File: src/rtl/spi_master_sequencer_pkg.sv
// Shared definitions for the SPI master sequencer: FSM state encodings.
// cfg layout is {cpol, cpha, width[L-1:0]}, i.e. CPOL at bit L+1, CPHA at bit L.
package spi_master_sequencer_pkg;

  typedef enum logic [2:0] {
    ST_IDLE     = 3'd0,
    ST_CFG      = 3'd1,
    ST_CFG_WAIT = 3'd2,
    ST_START    = 3'd3,
    ST_BUSY     = 3'd4,
    ST_STORE    = 3'd5
  } seq_state_e;

endpackage

File: src/rtl/spi_seq_fifo.sv
// Synchronous first-word-fall-through FIFO; pointers carry an extra MSB so
// full and empty can be told apart when the index bits match.
module spi_seq_fifo #(
  parameter int WIDTH     = 8,
  parameter int DEPTH_LOG = 2
) (
  input  logic             clk,
  input  logic             rst,
  input  logic             push,
  input  logic [WIDTH-1:0] push_data,
  input  logic             pop,
  output logic             full,
  output logic             empty,
  output logic [WIDTH-1:0] pop_data
);

  logic [WIDTH-1:0]   mem [2**DEPTH_LOG];
  logic [DEPTH_LOG:0] wr_ptr, rd_ptr;
  logic               do_push, do_pop;

  assign empty    = (wr_ptr == rd_ptr);
  assign full     = (wr_ptr[DEPTH_LOG] != rd_ptr[DEPTH_LOG]) &&
                    (wr_ptr[DEPTH_LOG-1:0] == rd_ptr[DEPTH_LOG-1:0]);
  assign do_push  = push && !full;
  assign do_pop   = pop && !empty;
  // Head reads as zero when empty so the consumer never sees stale storage.
  assign pop_data = empty ? '0 : mem[rd_ptr[DEPTH_LOG-1:0]];

  always_ff @(posedge clk) begin
    if (rst) begin
      wr_ptr <= '0;
      rd_ptr <= '0;
    end else begin
      if (do_push) wr_ptr <= wr_ptr + (DEPTH_LOG+1)'(1);
      if (do_pop)  rd_ptr <= rd_ptr + (DEPTH_LOG+1)'(1);
    end
  end

  always_ff @(posedge clk) begin
    if (do_push) mem[wr_ptr[DEPTH_LOG-1:0]] <= push_data;
  end

endmodule

File: src/rtl/spi_master_sequencer.sv
// Request sequencer in front of an SPI master: queues {cfg, word} requests,
// reprograms cfg only on change, queues received words. Optional watchdog: SPI_SEQ_TIMEOUT_EN.
module spi_master_sequencer
  import spi_master_sequencer_pkg::*;
#(
  parameter int SPI_MAX_WIDTH_LOG = 4,
  parameter int FIFO_DEPTH_LOG    = 2,
  parameter int TIMEOUT_LOG       = 16
) (
  input  logic                              clk,
  input  logic                              rst,
  input  logic                              req_valid,
  output logic                              req_ready,
  input  logic [SPI_MAX_WIDTH_LOG+1:0]      req_cfg,
  input  logic [(2**SPI_MAX_WIDTH_LOG)-1:0] req_data,
  output logic                              rsp_valid,
  input  logic                              rsp_ready,
  output logic [(2**SPI_MAX_WIDTH_LOG)-1:0] rsp_data,
  output logic                              busy,
  output logic                              err_timeout,
  output logic                              config_req,
  output logic [SPI_MAX_WIDTH_LOG+1:0]      config_data,
  output logic                              spi_start,
  input  logic                              spi_finish,
  output logic [(2**SPI_MAX_WIDTH_LOG)-1:0] spi_din,
  input  logic [(2**SPI_MAX_WIDTH_LOG)-1:0] spi_dout
);

  localparam int W  = 2**SPI_MAX_WIDTH_LOG;
  localparam int CW = SPI_MAX_WIDTH_LOG + 2;

  seq_state_e      state_q, state_d;
  logic            tx_push, tx_pop, tx_full, tx_empty;
  logic [CW+W-1:0] tx_head;
  logic [CW-1:0]   tx_cfg, cur_cfg, last_cfg;
  logic [W-1:0]    tx_data, rx_word;
  logic            last_cfg_valid;
  logic            rx_push, rx_full, rx_empty;
  logic            wd_expire;

  // A request offered during reset would be flushed, so it is not accepted.
  assign req_ready = !tx_full && !rst;
  assign tx_push   = req_valid && req_ready;
  assign {tx_cfg, tx_data} = tx_head;
  assign rsp_valid = !rx_empty;
  assign busy      = (state_q != ST_IDLE) || !tx_empty;

  spi_seq_fifo #(.WIDTH(CW + W), .DEPTH_LOG(FIFO_DEPTH_LOG)) u_tx_fifo (
    .clk       (clk),
    .rst       (rst),
    .push      (tx_push),
    .push_data ({req_cfg, req_data}),
    .pop       (tx_pop),
    .full      (tx_full),
    .empty     (tx_empty),
    .pop_data  (tx_head)
  );

  spi_seq_fifo #(.WIDTH(W), .DEPTH_LOG(FIFO_DEPTH_LOG)) u_rx_fifo (
    .clk       (clk),
    .rst       (rst),
    .push      (rx_push),
    .push_data (rx_word),
    .pop       (rsp_ready),
    .full      (rx_full),
    .empty     (rx_empty),
    .pop_data  (rsp_data)
  );

`ifdef SPI_SEQ_TIMEOUT_EN
  localparam logic [TIMEOUT_LOG-1:0] WD_LAST = TIMEOUT_LOG'(2**TIMEOUT_LOG - 2);

  logic [TIMEOUT_LOG-1:0] wd_cnt;
  logic                   err_q;

  // wd_cnt is 0 in the first BUSY cycle, so WD_LAST marks the (2**TIMEOUT_LOG-1)th.
  assign wd_expire   = (state_q == ST_BUSY) && !spi_finish && (wd_cnt == WD_LAST);
  assign err_timeout = err_q;

  always_ff @(posedge clk) begin
    if (rst || state_q != ST_BUSY) wd_cnt <= '0;
    else                           wd_cnt <= wd_cnt + TIMEOUT_LOG'(1);
    if (rst)            err_q <= 1'b0;
    else if (wd_expire) err_q <= 1'b1;
  end
`else
  assign wd_expire   = 1'b0;
  assign err_timeout = 1'b0;
`endif

  always_comb begin
    state_d = state_q;
    tx_pop  = 1'b0;
    rx_push = 1'b0;
    case (state_q)
      ST_IDLE: begin
        if (!tx_empty) begin
          tx_pop  = 1'b1;
          state_d = (!last_cfg_valid || tx_cfg != last_cfg) ? ST_CFG : ST_START;
        end
      end
      ST_CFG:      state_d = ST_CFG_WAIT;
      ST_CFG_WAIT: state_d = ST_START;
      ST_START:    state_d = ST_BUSY;
      ST_BUSY: begin
        if (spi_finish)     state_d = ST_STORE;
        else if (wd_expire) state_d = ST_IDLE;
      end
      ST_STORE: begin
        if (!rx_full) begin
          rx_push = 1'b1;
          state_d = ST_IDLE;
        end
      end
      default: state_d = ST_IDLE;
    endcase
  end

  // Strobes are registered off the state, so they trail the state by one cycle.
  always_ff @(posedge clk) begin
    if (rst) begin
      state_q        <= ST_IDLE;
      last_cfg_valid <= 1'b0;
      config_req     <= 1'b0;
      config_data    <= '0;
      spi_start      <= 1'b0;
      spi_din        <= '0;
    end else begin
      state_q    <= state_d;
      config_req <= (state_q == ST_CFG);
      spi_start  <= (state_q == ST_START);
      if (state_q == ST_CFG) begin
        config_data    <= cur_cfg;
        last_cfg_valid <= 1'b1;
      end
      if (tx_pop)    spi_din        <= tx_data;
      if (wd_expire) last_cfg_valid <= 1'b0;
    end
  end

  always_ff @(posedge clk) begin
    if (tx_pop)                            cur_cfg  <= tx_cfg;
    if (state_q == ST_CFG)                 last_cfg <= cur_cfg;
    if (state_q == ST_BUSY && spi_finish)  rx_word  <= spi_dout;
  end

endmodule
File: config.mk
export PLATFORM = sky130hd
export DESIGN_NAME = spi_master_sequencer
export DESIGN_NICKNAME = d
export VERILOG_FILES = /design/src/rtl/spi_master_sequencer_pkg.sv /design/src/rtl/spi_seq_fifo.sv /design/src/rtl/spi_master_sequencer.sv
export SDC_FILE = /design/constraint.sdc
export NUM_CORES = 1
export LEC_CHECK = 0
export CORE_MARGIN = 5
export CORE_UTILIZATION = 51
export DETAILED_ROUTE_END_ITERATION = 6
export PLACE_DENSITY = 0.86
export SLEW_MARGIN = 15
export SYNTH_ARGS = -nofsm -noshare
export SYNTH_HDL_FRONTEND = slang
export SYNTH_SLANG_ARGS = --single-unit
File: constraint.sdc
create_clock -name clk -period 1.85 [get_ports clk]
set_input_delay 0.2775 -clock clk [delete_from_list [all_inputs] [get_ports clk]]
set_output_delay 0.2775 -clock clk [all_outputs]
set_load 0.01 [all_outputs]
==> impl_results.md <==
- Run status: finished, violations left
- Violated checks: setup timing
- Drt total wl: 16800 um
- Core area: 16500 sq um
- EDFF count, synth: 180
- Pre-CTS WS: -0.147 ns
- Syn Inst Count: 469
- Height of the die: ~140 um
- Max-cap violations: 0
- Worst-Skew Late Latency: 0.50 ns
- DRT Pass-1 Iters: 4
- Port Buf Inserts: 85
- Layout Area Growth over Synthesis: 28.3%
- Num Clock Sinks: ~220
- Vias in the first global route: 4845
- Sequential share of the synthesized area: 74.2%
- Power per Cell Area: 1230 nW/um^2
- CTS clk-pin slew, worst paths: 0.06 ns
- F_max: about 480 MHz
- Area leader, netlist: edfxtp_1
- CP Cell Sequence: buf_12 -> mux4_2 -> and2_4 -> buf_6
- Routability cong.: around 0.76
- PnR worst setup slack: -0.252 ns
- Layout cells sized above 1: 28.2%
- Die area: 19300 sq um
- Largest net degree at the start of global routing: 22
- Dpl hpwl: 10600 um
- Synth Flop Type: edfxtp_1
- #FFs+latches synth: 224
- Top-level I/O count: 87
- CP Capture Type: primary output
- Critical Path Slowest Stage Cell: mux4_2
- Routed length per placed instance: 20.1 um
- Synth Cell Area: 8480 sq um
- TNS Setup: -3.46 ns
- Die width: 139 um
- Final hold vios: 0
- Initial antenna violation count: 0
- Clock Skew: 0.0144 ns
- Routed Antenna Nets: 0
- Critical path type: reg -> out
- Placed instance count: 792
- Pleak: 3.71 nW
- Clock Tree Buf Depth: 3
- FP Rows: 47
- Via density: 5.38
- Tightest Hold Check Type: in -> reg
- Peak supply drop: 956 uV
- RSZ-0062 raised after global routing: yes
- Hold buffers post-CTS: 0
- Top cells by area, synth: edfxtp_1 64%, dfxtp_1 10%, mux4_2 9.6%
- Final nets: ~650
- Initial Util: 51.5%
- Fin. max-slew vios: 0
- Final core utilization: 66.1%
- Critical Path AT: 1.82 ns
- Clock buffer count from CTS: 23
- Residual DRC: 0
- Synth Area per Inst: 18.1 sq um
- Async SR Flop Fraction: 0%
- TritonCTS clock tree: done
- Clock H-tree levels: 1
- ANT cells: 0
- Gr usage total: 17.4%
- Critical Path Source Type: flop
- Power, Total: 13.4 mW
- Via count: 4506
- First-pass GRT wire length: 26800 um
- Yosys top cell area share: a little under two thirds
- Iter 0 DRT Violations: 255
- Crit-path max cell delay: 0.53 ns
- Mapped Nets: 522
- Min Clock Period, post-route: roughly 2.1 ns
- Crit share post-route: 114%
- Synth warn: 0
- WP data required: 1.57 ns
- Final setup vio count: 17
- GR Overflow Total: 0
- Cell Count, Final, Fillers Out: 837
- Synth cell types: between 40 and 50
- Largest fanout on the critical path: 8
- CTS root buffer: clkbuf_16
-- power by group --
part,switching [mW],total [mW],leakage [nW],internal (mW)
Sequential,0.351,6.31,2.00,5.96
Combinational,1.32,2.80,1.37,1.47
Clock,1.80,4.31,0.348,2.51
Total,3.47,13.4,3.71,9.95
-- worst paths after layout --
kind,to,depth (start not counted),slack (ns),startpoint
setup / recovery,rsp_data[1],4,-0.25,flop
hold / removal,u_rx_fifo.rd_ptr[2],3,0.28,rst
hold reg to reg,last_cfg[0],0,0.45,cur_cfg[0]
setup reg to reg,u_tx_fifo.mem[1][1],5,0.03,u_tx_fifo.wr_ptr[1]
-- metrics by stage --
stage               hold slack (ns)  area, sq um
global placement              0.433        10000
detailed placement            0.446        10000
finish                        0.280        10900
CTS                           0.242        10800
global route                  0.276        10900
floorplan                     0.376         8480
-- worst max-delay path, delay by kind of cell (launching register included) --
kind | cells | cell delay, ns
buffers and inverters | 2 | 0.26
and+or+nand+nor | 1 | 0.16
DFF | 1 | 0.39
muxes | 1 | 0.53
-- layout make-up --
class,instances,area (sq um)
clock buffer,30,622
clock inverter,11,83.8
fill,1053,5590
inverter,7,26.3
multi-input combinational,218,2180
sequential,224,6300
tap,220,275
timing repair buffer,127,1390
-- Yosys cell counts, types with 2 or more instances --
cell and count:
edfxtp_1 180, dfxtp_1 44, nor2_1 44, mux4_2 36, and2_1 28, mux2i_1 21
nand2_1 19, a21oi_1 10, ha_1 10, xnor2_1 10, xor2_1 9, buf_2 7
clkbuf_1 7, inv_1 6, nand3_1 3, a311oi_2 2, a31oi_1 2, buf_1 2
buf_4 2, buf_6 2, mux2_2 2, nor3_1 2
-- registers in the layout, indices dropped and copies added, names as in the netlist, 3 cells and up, named ones only --
signal / flops
rx_word: 16
state_q: 3
last_cfg: 6
u_tx_fifo.wr_ptr: 3
u_tx_fifo.rd_ptr: 3
config_data: 6
u_rx_fifo.wr_ptr: 3
spi_din: 16
cur_cfg: 6
u_tx_fifo.mem: 88
u_rx_fifo.rd_ptr: 3
u_rx_fifo.mem: 64
-- routing by layer --
layer	wire (um)	part of all wire (%)	vias to the layer above	global-route usage, %
li1	-	-	2052	-
met1	6810	40	2272	22.4
met2	8640	51	146	30.1
met3	910	5.4	36	4.00
met4	457	2.7	0	4.84
met5	0	0	-	0
-- layout by cell type (no fill, tap or decap), types with 2 or more instances in the layout --
cell type,instances
dfxtp_4,2
buf_4,24
dfxtp_1,34
dfxtp_2,8
buf_6,14
nand2_1,19
edfxtp_1,180
and2_4,13
clkbuf_16,23
a311oi_2,2
and2_2,5
clkinv_2,3
mux2i_1,21
xor2_1,6
nor2_1,44
nand3_1,2
buf_12,17
mux2_2,2
clkdlybuf4s50_1,65
xnor2_1,9
and2_1,10
clkbuf_1,5
ha_1,10
mux4_2,36
clkinv_1,6
clkbuf_8,2
inv_1,6
a21oi_1,10
buf_2,6
xor2_2,4
-- logic make-up after synthesis --
logic type	synth area share (%)
DFF	74.2
and+or+nand+nor	6.02
muxes	12.3
buffers and inverters	1.56
AOI/OAI and AO/OA	2.26
xor gates and xnor gates	2.16
adders and majority gates	1.48
other	0.0442
-- repair_timing --
action                     in CTS  in global routing
pin swaps                      20                  2
buffers inserted                3                  0
cloned                          1                  0
gates resized for setup       112                 16
setup endpoints to repair      19                 20
Note: power is estimated with default switching activity, not from simulation.
